`src/rtl/tmem_ctrl.sv`:
```
// Tagged-memory controller: bridges the CPU's multiplexed address/data bus to a single-port
// tagged SRAM, with address latch/auto-increment, atomic RMW sequencing and registered commands.
module tmem_ctrl #(
  parameter int unsigned AW = 20,
  parameter int unsigned DW = 64,
  parameter int unsigned TW = 8
) (
  input  logic          clk,
  input  logic          reset,
  input  logic [DW-1:0] i_ad,
  input  logic [TW-1:0] i_tag,
  input  logic          i_astb,
  input  logic          i_atomic,
  input  logic          i_rd,
  input  logic          i_wr,
  output logic [DW-1:0] o_data,
  output logic [TW-1:0] o_tag,
  output logic          o_lock,
  output logic          o_err,
  output logic [AW-1:0] mem_addr,
  output logic [DW-1:0] mem_wdata,
  output logic [TW-1:0] mem_wtag,
  output logic          mem_we,
  output logic          mem_re,
  input  logic [DW-1:0] mem_rdata,
  input  logic [TW-1:0] mem_rtag
);

  typedef enum logic [1:0] {StIdle, StRmwRd, StRmwWr} state_e;

  state_e        state_q, state_d, state_eff;
  logic [AW-1:0] addr_q, addr_d, addr_eff;
  logic          aval_q, aval_d;
  logic          err_q, err_d;
  logic          re_q, re_d, we_q, we_d;
  logic          rd_pend_q;
  logic [AW-1:0] maddr_q, maddr_d;
  logic [DW-1:0] wdata_q, wdata_d;
  logic [TW-1:0] wtag_q, wtag_d;
  logic [DW-1:0] data_q;
  logic [TW-1:0] tag_q;
  logic          lock;
  logic          proto_err;

  assign lock = (state_q != StIdle);

  // Any protocol violation drops the whole cycle: no strobe load, no SRAM command.
  always_comb begin
    proto_err = (i_rd && i_wr) ||
                (i_astb && i_wr) ||
                (i_astb && lock) ||
                ((i_rd || i_wr) && !aval_q && !i_astb) ||
                ((state_q == StRmwRd) && i_wr) ||
                ((state_q == StRmwWr) && i_rd);
  end

  always_comb begin
    addr_eff  = i_astb ? i_ad[AW-1:0] : addr_q;
    state_eff = (i_astb && i_atomic) ? StRmwRd : state_q;
    addr_d    = addr_q;
    aval_d    = aval_q;
    state_d   = state_q;
    err_d     = err_q | proto_err;
    re_d      = 1'b0;
    we_d      = 1'b0;
    maddr_d   = maddr_q;
    wdata_d   = wdata_q;
    wtag_d    = wtag_q;
    if (!proto_err) begin
      if (i_astb) begin
        addr_d  = addr_eff;
        aval_d  = 1'b1;
        state_d = state_eff;
      end
      if (i_rd) begin
        re_d    = 1'b1;
        maddr_d = addr_eff;
        // The atomic read keeps the address for the following write.
        if (state_eff == StRmwRd) begin
          state_d = StRmwWr;
        end else begin
          addr_d = addr_eff + AW'(1);
        end
      end else if (i_wr) begin
        we_d    = 1'b1;
        maddr_d = addr_eff;
        wdata_d = i_ad;
        wtag_d  = i_tag;
        addr_d  = addr_eff + AW'(1);
        if (state_eff == StRmwWr) begin
          state_d = StIdle;
        end
      end
    end
  end

  always_ff @(posedge clk) begin
    if (reset) begin
      state_q   <= StIdle;
      addr_q    <= '0;
      aval_q    <= 1'b0;
      err_q     <= 1'b0;
      re_q      <= 1'b0;
      we_q      <= 1'b0;
      rd_pend_q <= 1'b0;
      maddr_q   <= '0;
      wdata_q   <= '0;
      wtag_q    <= '0;
      data_q    <= '0;
      tag_q     <= '0;
    end else begin
      state_q   <= state_d;
      addr_q    <= addr_d;
      aval_q    <= aval_d;
      err_q     <= err_d;
      re_q      <= re_d;
      we_q      <= we_d;
      rd_pend_q <= re_q;
      maddr_q   <= maddr_d;
      wdata_q   <= wdata_d;
      wtag_q    <= wtag_d;
      if (rd_pend_q) begin
        data_q <= mem_rdata;
        tag_q  <= mem_rtag;
      end
    end
  end

  assign o_data    = data_q;
  assign o_tag     = tag_q;
  assign o_lock    = lock;
  assign o_err     = err_q;
  assign mem_addr  = maddr_q;
  assign mem_wdata = wdata_q;
  assign mem_wtag  = wtag_q;
  assign mem_we    = we_q;
  assign mem_re    = re_q;

endmodule

```
`config.mk`:
```
export PLATFORM = sky130hd
export DESIGN_NAME = tmem_ctrl
export DESIGN_NICKNAME = d
export VERILOG_FILES = /design/src/rtl/tmem_ctrl.sv
export SDC_FILE = /design/constraint.sdc
export NUM_CORES = 1
export LEC_CHECK = 0
export CAP_MARGIN = 25
export CORE_UTILIZATION = 38
export CTS_CLUSTER_DIAMETER = 50
export DETAILED_ROUTE_END_ITERATION = 12
export PLACE_DENSITY = 0.76
export SYNTH_ARGS = -nofsm -noshare
export SYNTH_HDL_FRONTEND = slang
export SYNTH_SLANG_ARGS = --single-unit
```
`constraint.sdc`:
```
create_clock -name clk -period 2.5 [get_ports clk]
set_clock_uncertainty 0.1 [all_clocks]
set_input_delay 0.25 -clock clk [delete_from_list [all_inputs] [get_ports clk]]
set_output_delay 0.25 -clock clk [all_outputs]
set_load 0.005 [all_outputs]
```
==> out/metrics.cfg, run 1 <==
[critical_path]
worstPathRequired_ps = 2720
critPathCaptureType = flop
arrival_ps = 2520
worst-setup-path-type = reg -> reg
start_kind = flop
crit_fanout = 5

[status]
status = complete, no violations

[yosys]
synth_top_cell_by_area = dfxtp_1
ys_warn_count = 0
ys_async_sr_fraction_pct = 0
ys.flop_type = dfxtp_1
synth.most_common_cell = dfxtp_1
syn-num-nets = 1003
synth_top_cells_by_count = dfxtp_1, nand2_1, nor2_1, mux2i_1, a21oi_1
synthesis.area_um2 = 7540
yosysSeqAreaShare_pct = 50.7
synth_edf_count = 0
postSynthAreaPerCell_um2 = 8.85
ys_seq_elements = 191
yosysUniqueCellTypes = 54
synthTopCellsByArea = dfxtp_1, mux2i_1, nand2_1
synth_cells = 852
yosysTopAreaCellShare_pct = 50.7

[cells_and_area]
antenna_cells = 0
fin_area_um2 = 11900
area_delta_synth_final_pct = 57.3
fin_nets = 1328
drive_gt1_share_pct = 8.24
final_util_pct = 60.9

[clocking]
htree_levels = 4
cts_resized = 0
cts.hold.buffers_added = 0
clk_latency_ps = 430
clk_pin_slew_ps = 70
cts_sinks = 191
cts_buffers = 17
cts_root_buffer = clkbuf_16
cts_tree = done
postCtsSetupRepairBufs = 0
cts_buffer_depth = 2

[place]
routabilityCongestion = 0.847
place_hpwl_mm = 17.1
port-buffer-count = 317
dp_slack_ps = -143
placed_area_um2 = 11200

[power]
ir_drop_mv = 0.476
power_density_nw_per_um2 = 579
leakage_nw = 4.13

[floorplan]
die_h_um = 143
die_area_um2 = 20400
core_um2 = 19500
io_pins = 318
initial_utilization_pct = 38.7
rows = 51
die-width_um = 143

[timing]
maxSlewHeadroom_pct = 32.1
setup_violations = 0
timing.fmax_ghz = 0.433
fin_ws_ps = 192
worstMarginPinSlew_ps = 1010
final_max_slew_viol_count = 0
report.final.hold_viol_count = 0
period_share_pct = 92.3
hold_ws_ps = 228
period_needed_ps = 2310
rsz0062_at_grt = false

[grt]
grt_usage_pct = 22.6
antenna_found_initial = 0
grt_pass1_wl_mm = 35.8
gr-total-overflow = 0
grt_pass1_vias = 6816
grt_max_degree = 93

[detailed_routing]
antenna_left = 0
drcViolationCount = 0
drtPass1Iterations = 5
drt_iter0_drc = 423
wl_mm = 23.6
route.vias.total = 7327
via_per_inst = 5.04
avgRoutedWirePerCell_um = 16.2

[job]
drv_cap = 0

[hold_path]
hp-class = in -> reg

## state kept, by name (all words and copies together) (netlist names), 2 cells and up
register	count
mem_wtag	8
o_data	64
mem_addr	20
state_q	2
o_tag	8
mem_wdata	64
addr_q	20
## where the power goes
| group | total (mW) | internal, mW | switching, mW |
|---|---|---|---|
| sequential | 3.20 | 3.13 | 0.0646 |
| combinational | 0.852 | 0.496 | 0.356 |
| clock | 2.82 | 1.54 | 1.28 |
## path summary, 6_finish.rpt
| path | startpoint | end | slack, ps | cells past startpoint |
|---|---|---|---|---|
| max | addr_q[1]$_SDFFE_PP0N_ | addr_q[18]$_SDFFE_PP0N_ | 190 | 8 |
| min | reset | aval_q$_SDFFE_PP0P_ | 230 | 2 |
| max reg2reg | addr_q[1]$_SDFFE_PP0N_ | addr_q[18]$_SDFFE_PP0N_ | 190 | 8 |
| min reg2reg | mem_wdata[26]$_SDFFE_PP0P_ | mem_wdata[26]$_SDFFE_PP0P_ | 350 | 2 |
## critical path: stages (launching register included)
cell	delay, ps
dfxtp_1	370
mux2i_1	110
inv_1	80
ha_1	180
and2_1	140
a32o_1	180
nand4_1	240
or4_1	550
a32o_1	250
## per-layer routing
metal	vias up	wire, µm	GRT usage [%]
li1	3598	-	-
met1	3415	9640	26.5
met2	291	11600	39.4
met3	23	2040	7.18
met4	0	323	6.28
met5	-	0	0
## layout make-up
cell class,count,area [µm²]
clock buffer,18,439
clock inverter,14,170
fill,1715,7610
inverter,5,18.8
multi-input combinational,595,3460
sequential,191,3830
tap,265,332
timing repair buffer,367,3610
## logic make-up (layout without fill, tap and decap cells)
| family | Yosys count | after routing | synth area share, % |
|---|---|---|---|
| DFF | 191 | 191 | 50.7 |
| AOI/OAI and AO/OA | 166 | 166 | 14.4 |
| buffers and inverters | 66 | 404 | 3.54 |
| muxes | 87 | 87 | 11.6 |
| xor gates and xnor gates | 2 | 2 | 0.232 |
| adders and majority gates | 1 | 1 | 0.166 |
| and+or+nand+nor | 339 | 339 | 19.4 |
## metrics by stage
stage,TNS (ps),std cells,power [mW]
finish,0,1455,6.87
global route,0,1455,7.13
CTS,0,1455,6.93
detailed placement,-454,1423,4.12
global placement,-250,1423,4.10
floorplan,-65.8,852,3.59
## cells in the final DEF, fill, tap and decap left out, types with 7 or more instances in the layout
master           instances
o31ai_1                  8
a31oi_1                  9
nor2_1                 106
clkdlybuf4s50_1        315
a21oi_1                 84
mux2i_1                 86
a211oi_1                21
dfxtp_1                190
nand4_1                 10
nand2_1                163
a32o_1                   8
nand3_1                 15
clkbuf_16               17
buf_4                   45
nand3b_1                 7
Note: power is estimated with default switching activity, not from simulation.
==> run 2, diff against run 1 <==
ABC_AREA = 1   (was not set)
CELL_PAD_IN_SITES_DETAIL_PLACEMENT = 1   (was not set)
CELL_PAD_IN_SITES_GLOBAL_PLACEMENT = 2   (was not set)
CORE_UTILIZATION = 21   (was 38)
PLACE_DENSITY = not set   (was 0.76)
PLACE_DENSITY_LB_ADDON = 0.1   (was not set)
==> run 2 against run 1 <==
Compared with the run above: non-clock buffer count fell by 19; hold slack got worse by 160 ps; worst setup slack improved by 360 ps; cell count rose by 26%; critical path type is now in -> reg; largest cell class unchanged; critical path depth rose by 7; combinational power rose by 51%; highest routed layer is now met5; wire length rose by 33%; synthesized area rose by 3.9%; total power rose by 9.7%; first-iteration DRC count fell by 48%; sequential power rose by 2%.
==> out/metrics.cfg, run 2 <==
[yosys]
synth_simple_gate_area_share_pct = 27.4  ; +8.0 points
synthAdderAreaFrac_pct = 0.160  ; -0.0062 points
synthMuxAreaShare_pct = 0  ; -12 points
synth_top_cell_by_area = dfxtp_1
synth_compound_area_share_pct = 15.2  ; +0.83 points
yosysTopAreaCellShare_pct = 48.8  ; -1.9 points
ys_warn_count = 0  ; unchanged
synth_edf_count = 0  ; unchanged
ys_async_sr_fraction_pct = 0  ; unchanged
ys.flop_type = dfxtp_1
yosys.area_share.xor_xnor_pct = 0.559  ; +0.33 points
yosysSeqAreaShare_pct = 48.8  ; -1.9 points
synthesis.area_um2 = 7830  ; +3.9%
synth_top_family_by_area = simple AND/OR/NAND/NOR gates
syn-num-nets = 1209  ; +21%
yosysUniqueCellTypes = 37  ; -31%
ys_seq_elements = 191  ; unchanged
synth_cells = 1058  ; +24%
synth.most_common_cell = dfxtp_1
synth_top_cells_by_count = dfxtp_1, nand2_1, nor2_1, nand3_1, a21oi_1
synthTopCellsByArea = dfxtp_1, nand2_1, nor2_1
postSynthAreaPerCell_um2 = 7.40  ; -16%

[detailed_routing]
drtPass1Iterations = 4  ; -1
drt_iter0_drc = 218  ; -48%
antenna_left = 0  ; unchanged
drcViolationCount = 0  ; unchanged
via_per_inst = 4.39  ; -13%
avgRoutedWirePerCell_um = 17.2  ; +6.1%
wl_mm = 31.4  ; +33%
route.vias.total = 8030  ; +9.6%

[clocking]
cts_root_buffer = clkbuf_16
cts_buffer_depth = 2  ; unchanged
cts_tree = done
cts_resized = 0  ; unchanged
clk_pin_slew_ps = 80  ; about the same
cts_buffers = 17  ; unchanged
cts_sinks = 191  ; unchanged
cts.hold.buffers_added = 0  ; unchanged
htree_levels = 4  ; unchanged
clk_latency_ps = 450  ; +20 ps
postCtsSetupRepairBufs = 0  ; unchanged

[cells_and_area]
nFillCells = 4416  ; +160%
area_delta_synth_final_pct = 54.6
final_cell_mix = clkdlybuf4s50_1, dfxtp_1, nand2_1
fin_nets = 1499  ; +13%
antenna_cells = 0  ; unchanged
drive_gt1_share_pct = 7.94  ; -0.30 points
layoutNonFillerInstCount = 1829  ; +26%
fin_area_um2 = 12100  ; +2.1%
final_common_cell = clkdlybuf4s50_1

[place]
placed_area_um2 = 11500  ; +2.2%
place_hpwl_mm = 21.9  ; +28%
port-buffer-count = 317  ; unchanged
place_inst = 1797  ; +26%
routabilityCongestion = 0.721  ; -15%

[job]
drv_cap = 0  ; unchanged

[hold_path]
hold_depth = 2  ; unchanged
hp-class = in -> reg

[timing]
tns_ps = 0  ; unchanged
worstMarginPinSlew_ps = 588  ; -424 ps
maxSlewHeadroom_pct = 60.8  ; +29 points
period_needed_ps = 1940  ; -364 ps
period_share_pct = 77.8  ; -15 points
final_max_slew_viol_count = 0  ; unchanged
setup_violations = 0  ; unchanged
timing.fmax_ghz = 0.514  ; +19%
rsz0062_at_grt = false
report.final.hold_viol_count = 0  ; unchanged

[power]
ir_drop_mv = 0.512  ; +7.6%
leakage_nw = 4.64  ; +12%
power_density_nw_per_um2 = 622  ; +7.4%

[grt]
antenna_found_initial = 3  ; +3
grt_pass1_wl_mm = 48.9  ; +37%
grt_usage_pct = 16.6  ; -6.0 points
gr-total-overflow = 0  ; unchanged
grt_max_degree = 73  ; -22%
grt_pass1_vias = 8307  ; +22%

[critical_path]
cp_cell_sequence = clkdlybuf4s50_1, inv_1, nand2_1, o21ai_0, inv_1, ha_1, nand3_1, nor2_2, nand3_1, nor2_1, nand2_1, nand3_1, nand3_1, nand2_1, inv_1
critPathCaptureType = flop
start_kind = primary input
ff2ff_path_depth = 9  ; +1
arrival_ps = 2190  ; -330 ps
crit_fanout = 4  ; -1
max_stage_delay_ps = 510  ; -40 ps
crit_path_top_delay_cell = clkdlybuf4s50_1
critPathMostFrequentCell = nand3_1
worst-setup-path-type = in -> reg
worstPathRequired_ps = 2750  ; +30 ps

[floorplan]
die_area_um2 = 38100  ; +87%
io_pins = 318  ; unchanged
die_h_um = 195  ; +37%
die-width_um = 195  ; +37%
core_um2 = 36600  ; +88%
rows = 70  ; +37%
initial_utilization_pct = 21.4  ; -17 points

[status]
status = complete, no violations

[run 2: metal layers]
metal / global-route usage (%) / wire length (µm) / vias up
met5: 0 / 24 / -
met4: 4.08 / 372 / 4
met3: 7.31 / 2640 / 22
met2: 26.5 / 14200 / 199
met1: 20.4 / 14200 / 3785
li1: - / - / 4020
[run 2: cell type report]
| type | instances | area [µm²] | share of cell area, % |
|---|---|---|---|
| sequential | 191 | 3820 | 31.6 |
| timing repair buffer | 348 | 3480 | 28.8 |
| clock buffer | 17 | 425 | 3.51 |
| multi-input combinational | 740 | 3400 | 28.1 |
| tap | 468 | 586 | 4.84 |
| inverter | 50 | 196 | 1.62 |
| clock inverter | 15 | 188 | 1.55 |
[run 2: cell families (layout without fill, tap and decap cells)]
kind of cell | after synthesis | after routing
adder cells (fa/ha/maj) | 1 | 1
buffers and inverters | 127 | 430
flip-flops | 191 | 191
AND/OR/NAND/NOR | 506 | 506
XOR/XNOR | 5 | 5
AO/OA/AOI/OAI | 228 | 228
[run 2: worst max-delay path: cells and delay by family]
kind	cells	cell delay, ps
simple gates	9	910
buf+inv	4	740
compound gates	1	100
fa+ha+maj	1	190
[run 2: path summary, 6_finish.rpt]
check / endpoint / slack, ps / start
worst max-delay path: addr_q[18]$_SDFFE_PP0N_ / 560 / i_ad[0]
worst max register to register: mem_addr[5]$_SDFFE_PP0P_ / 570 / state_q[0]$_SDFFE_PP0N_
worst min-delay path: mem_we$_SDFF_PP0_ / 70 / reset
worst min register to register: rd_pend_q$_SDFF_PP0_ / 320 / mem_re$_SDFF_PP0_
[run 2: stage by stage]
step | hold WS (ps) | total power, mW | util (%) | worst slack [ps]
after global placement | 327 | 4.67 | 31.4 | 103
after floorplan | 285 | 3.93 | - | 553
final | 69.8 | 7.53 | 33.1 | 555
after global routing | 76.4 | 7.93 | 33.1 | 367
after CTS | 49.8 | 7.69 | 33.1 | 501
after detailed placement | 328 | 4.67 | 31.4 | 61.1
[run 2: report_power, final]
part | total, mW | switching, mW | internal (mW)
Clock | 2.95 | 1.36 | 1.59
Sequential | 3.28 | 0.0806 | 3.20
Combinational | 1.29 | 0.650 | 0.642
==> run 3, diff against run 2 <==
CORE_UTILIZATION = 23   (was 21)
clock period = 2 ns   (was 2.5 ns; I/O delays follow)
==> run 3 against run 2 <==
Compared with the run above: clock-buffer cell count unchanged; design area up 3.5%; cell count rose by 0.98%; sequential power grew 25%; global-route usage increased by 0.82 points; worst setup slack got worse by 360 ps; critical path depth is 1 lower.
==> out/metrics.cfg, run 3 (same netlist as run 2, synthesis figures left out) <==
[status]
status = complete, no violations

[place]
dp_slack_ps = -428  ; -489 ps
place_hpwl_mm = 21.5  ; -1.7%
port-buffer-count = 317  ; unchanged
routabilityCongestion = 0.807  ; +12%
placed_area_um2 = 11900  ; +3.3%

[critical_path]
r2r_end = addr_q[18]$_SDFFE_PP0N_
ff2ff_path_depth = 12  ; +3
critPathCaptureType = flop
arrival_ps = 2060  ; -130 ps
r2r_setup_slack_ps = 220  ; -350 ps
critPathCapture = addr_q[18]$_SDFFE_PP0N_
rr_startpoint = addr_q[0]$_SDFFE_PP0N_
worst-setup-path-type = in -> reg
worstPathRequired_ps = 2250  ; -500 ps
crit_start = i_astb
start_kind = primary input
crit_fanout = 7  ; +3

[timing]
timing.fmax_ghz = 0.553
rsz0062_at_grt = false
fin_ws_ps = 190  ; -365 ps
final_max_slew_viol_count = 0  ; unchanged
worstMarginPinSlew_ps = 782  ; +194 ps
period_needed_ps = 1810
maxSlewHeadroom_pct = 47.9  ; -13 points
setup_violations = 0  ; unchanged
period_share_pct = 90.5
hold_ws_ps = 167  ; +97.4 ps
report.final.hold_viol_count = 0  ; unchanged
tns_ps = 0  ; unchanged

[clocking]
clk_latency_ps = 450  ; about the same
cts_sinks = 191  ; unchanged
cts_tree = done
clk_pin_slew_ps = 80  ; about the same
postCtsSetupRepairBufs = 0  ; unchanged
cts_buffer_depth = 2  ; unchanged
cts_buffers = 17  ; unchanged
cts_root_buffer = clkbuf_16
htree_levels = 4  ; unchanged

[floorplan]
die_h_um = 187  ; -4.4%
io_pins = 318  ; unchanged
core_um2 = 33500  ; -8.4%
die-width_um = 187  ; -4.4%
rows = 67  ; -4.3%
die_area_um2 = 34800  ; -8.6%
initial_utilization_pct = 23.4  ; +2.0 points

[cells_and_area]
final_common_cell = clkdlybuf4s50_1
area_delta_synth_final_pct = 60.0
fin_area_um2 = 12500  ; +3.5%
fin_nets = 1537  ; +2.5%
final_cell_mix = clkdlybuf4s50_1, dfxtp_1, nand2_1
antenna_cells = 0  ; unchanged
drive_gt1_share_pct = 10.9  ; +3.0 points

[grt]
grt_max_degree = 73  ; unchanged
antenna_found_initial = 0  ; -3
grt_pass1_vias = 8393  ; +1.0%
grt_usage_pct = 17.4  ; +0.82 points
gr-total-overflow = 0  ; unchanged
grt_pass1_wl_mm = 47.7  ; -2.3%

[power]
leakage_nw = 4.90  ; +5.5%
p_total_mw = 9.43  ; +25%
ir_drop_mv = 0.590  ; +15%
power_density_nw_per_um2 = 752  ; +21%

[detailed_routing]
drt_iter0_drc = 272  ; +25%
drtPass1Iterations = 4  ; unchanged
avgRoutedWirePerCell_um = 16.2  ; -5.9%
via_per_inst = 4.38  ; -0.16%
wl_mm = 29.9  ; -5.0%
antenna_left = 0  ; unchanged
drcViolationCount = 0  ; unchanged
route.vias.total = 8096  ; +0.82%

[hold_path]
hp-class = in -> reg

[job]
drv_cap = 0  ; unchanged

run 3: cell count changes in the layout (fill, tap and decap cells not counted), moves of 3 or more:
cell     previous run  this run
nand3_1           111       108
buf_12              7        17
inv_6               2         6
buf_4              26        51
inv_2               4         7
run 3: power by group:
part | switching, mW | total, mW | internal [mW] | leakage, nW
clock network | 1.70 | 3.58 | 1.88 | 0.289
registers | 0.101 | 4.11 | 4.01 | 1.56
logic | 0.821 | 1.74 | 0.919 | 3.05
run 3: repair_timing:
action | CTS | global route
setup endpoints to repair | 0 | 10
hold endpoints to repair | 5 | 0
gates resized for setup | 0 | 16
hold buffers | 1 | 0
run 3: how the worst min path moves through the flow:
stage | slack, ps | endpoint | cells past startpoint | from
2_1_floorplan | 230 | o_tag[7]$_SDFFE_PP0P_ | 2 | mem_rtag[7]
3_3_place_gp | 330 | rd_pend_q$_SDFF_PP0_ | 2 | mem_re$_SDFF_PP0_
3_5_place_dp | 330 | rd_pend_q$_SDFF_PP0_ | 2 | mem_re$_SDFF_PP0_
4_1_cts | 140 | mem_wdata[62]$_SDFFE_PP0P_ | 4 | i_wr
5_1_grt | 160 | mem_wdata[62]$_SDFFE_PP0P_ | 4 | i_wr
6_report | 170 | mem_wdata[62]$_SDFFE_PP0P_ | 4 | i_wr
run 3: critical path, stage by stage:
cell,delay [ps]
clkdlybuf4s50_1,490
buf_6,160
nand2_1,60
nand2_1,100
ha_2,200
nand3_2,110
nor2_4,170
nand3_4,110
nor2_2,120
nand2_1,80
nand3_1,90
nand3_1,80
nand2_1,60
inv_1,30
run 3: layout make-up:
type	instances	area [µm²]
Sequential cell	191	3820
Clock inverter	15	173
Tap cell	448	561
Timing Repair Buffer	386	3910
Inverter	50	195
Multi-Input combinational cell	740	3440
Clock buffer	17	425
Fill cell	4054	21000
run 3: per-layer routing:
metal	share of wire (%)	wire [µm]	track usage, %
met1	45	13400	21.7
met2	46	13700	28.2
met3	7.8	2330	6.56
met4	1.3	395	4.57
met5	0	0	0
run 3: per-stage QoR:
| stage | util (%) | instances |
|---|---|---|
| after floorplan | - | 1058 |
| after global placement | 35.4 | 1814 |
| after detailed placement | 35.4 | 1814 |
| after CTS | 37.2 | 1847 |
| after global routing | 37.4 | 1847 |
| final | 37.4 | 1847 |
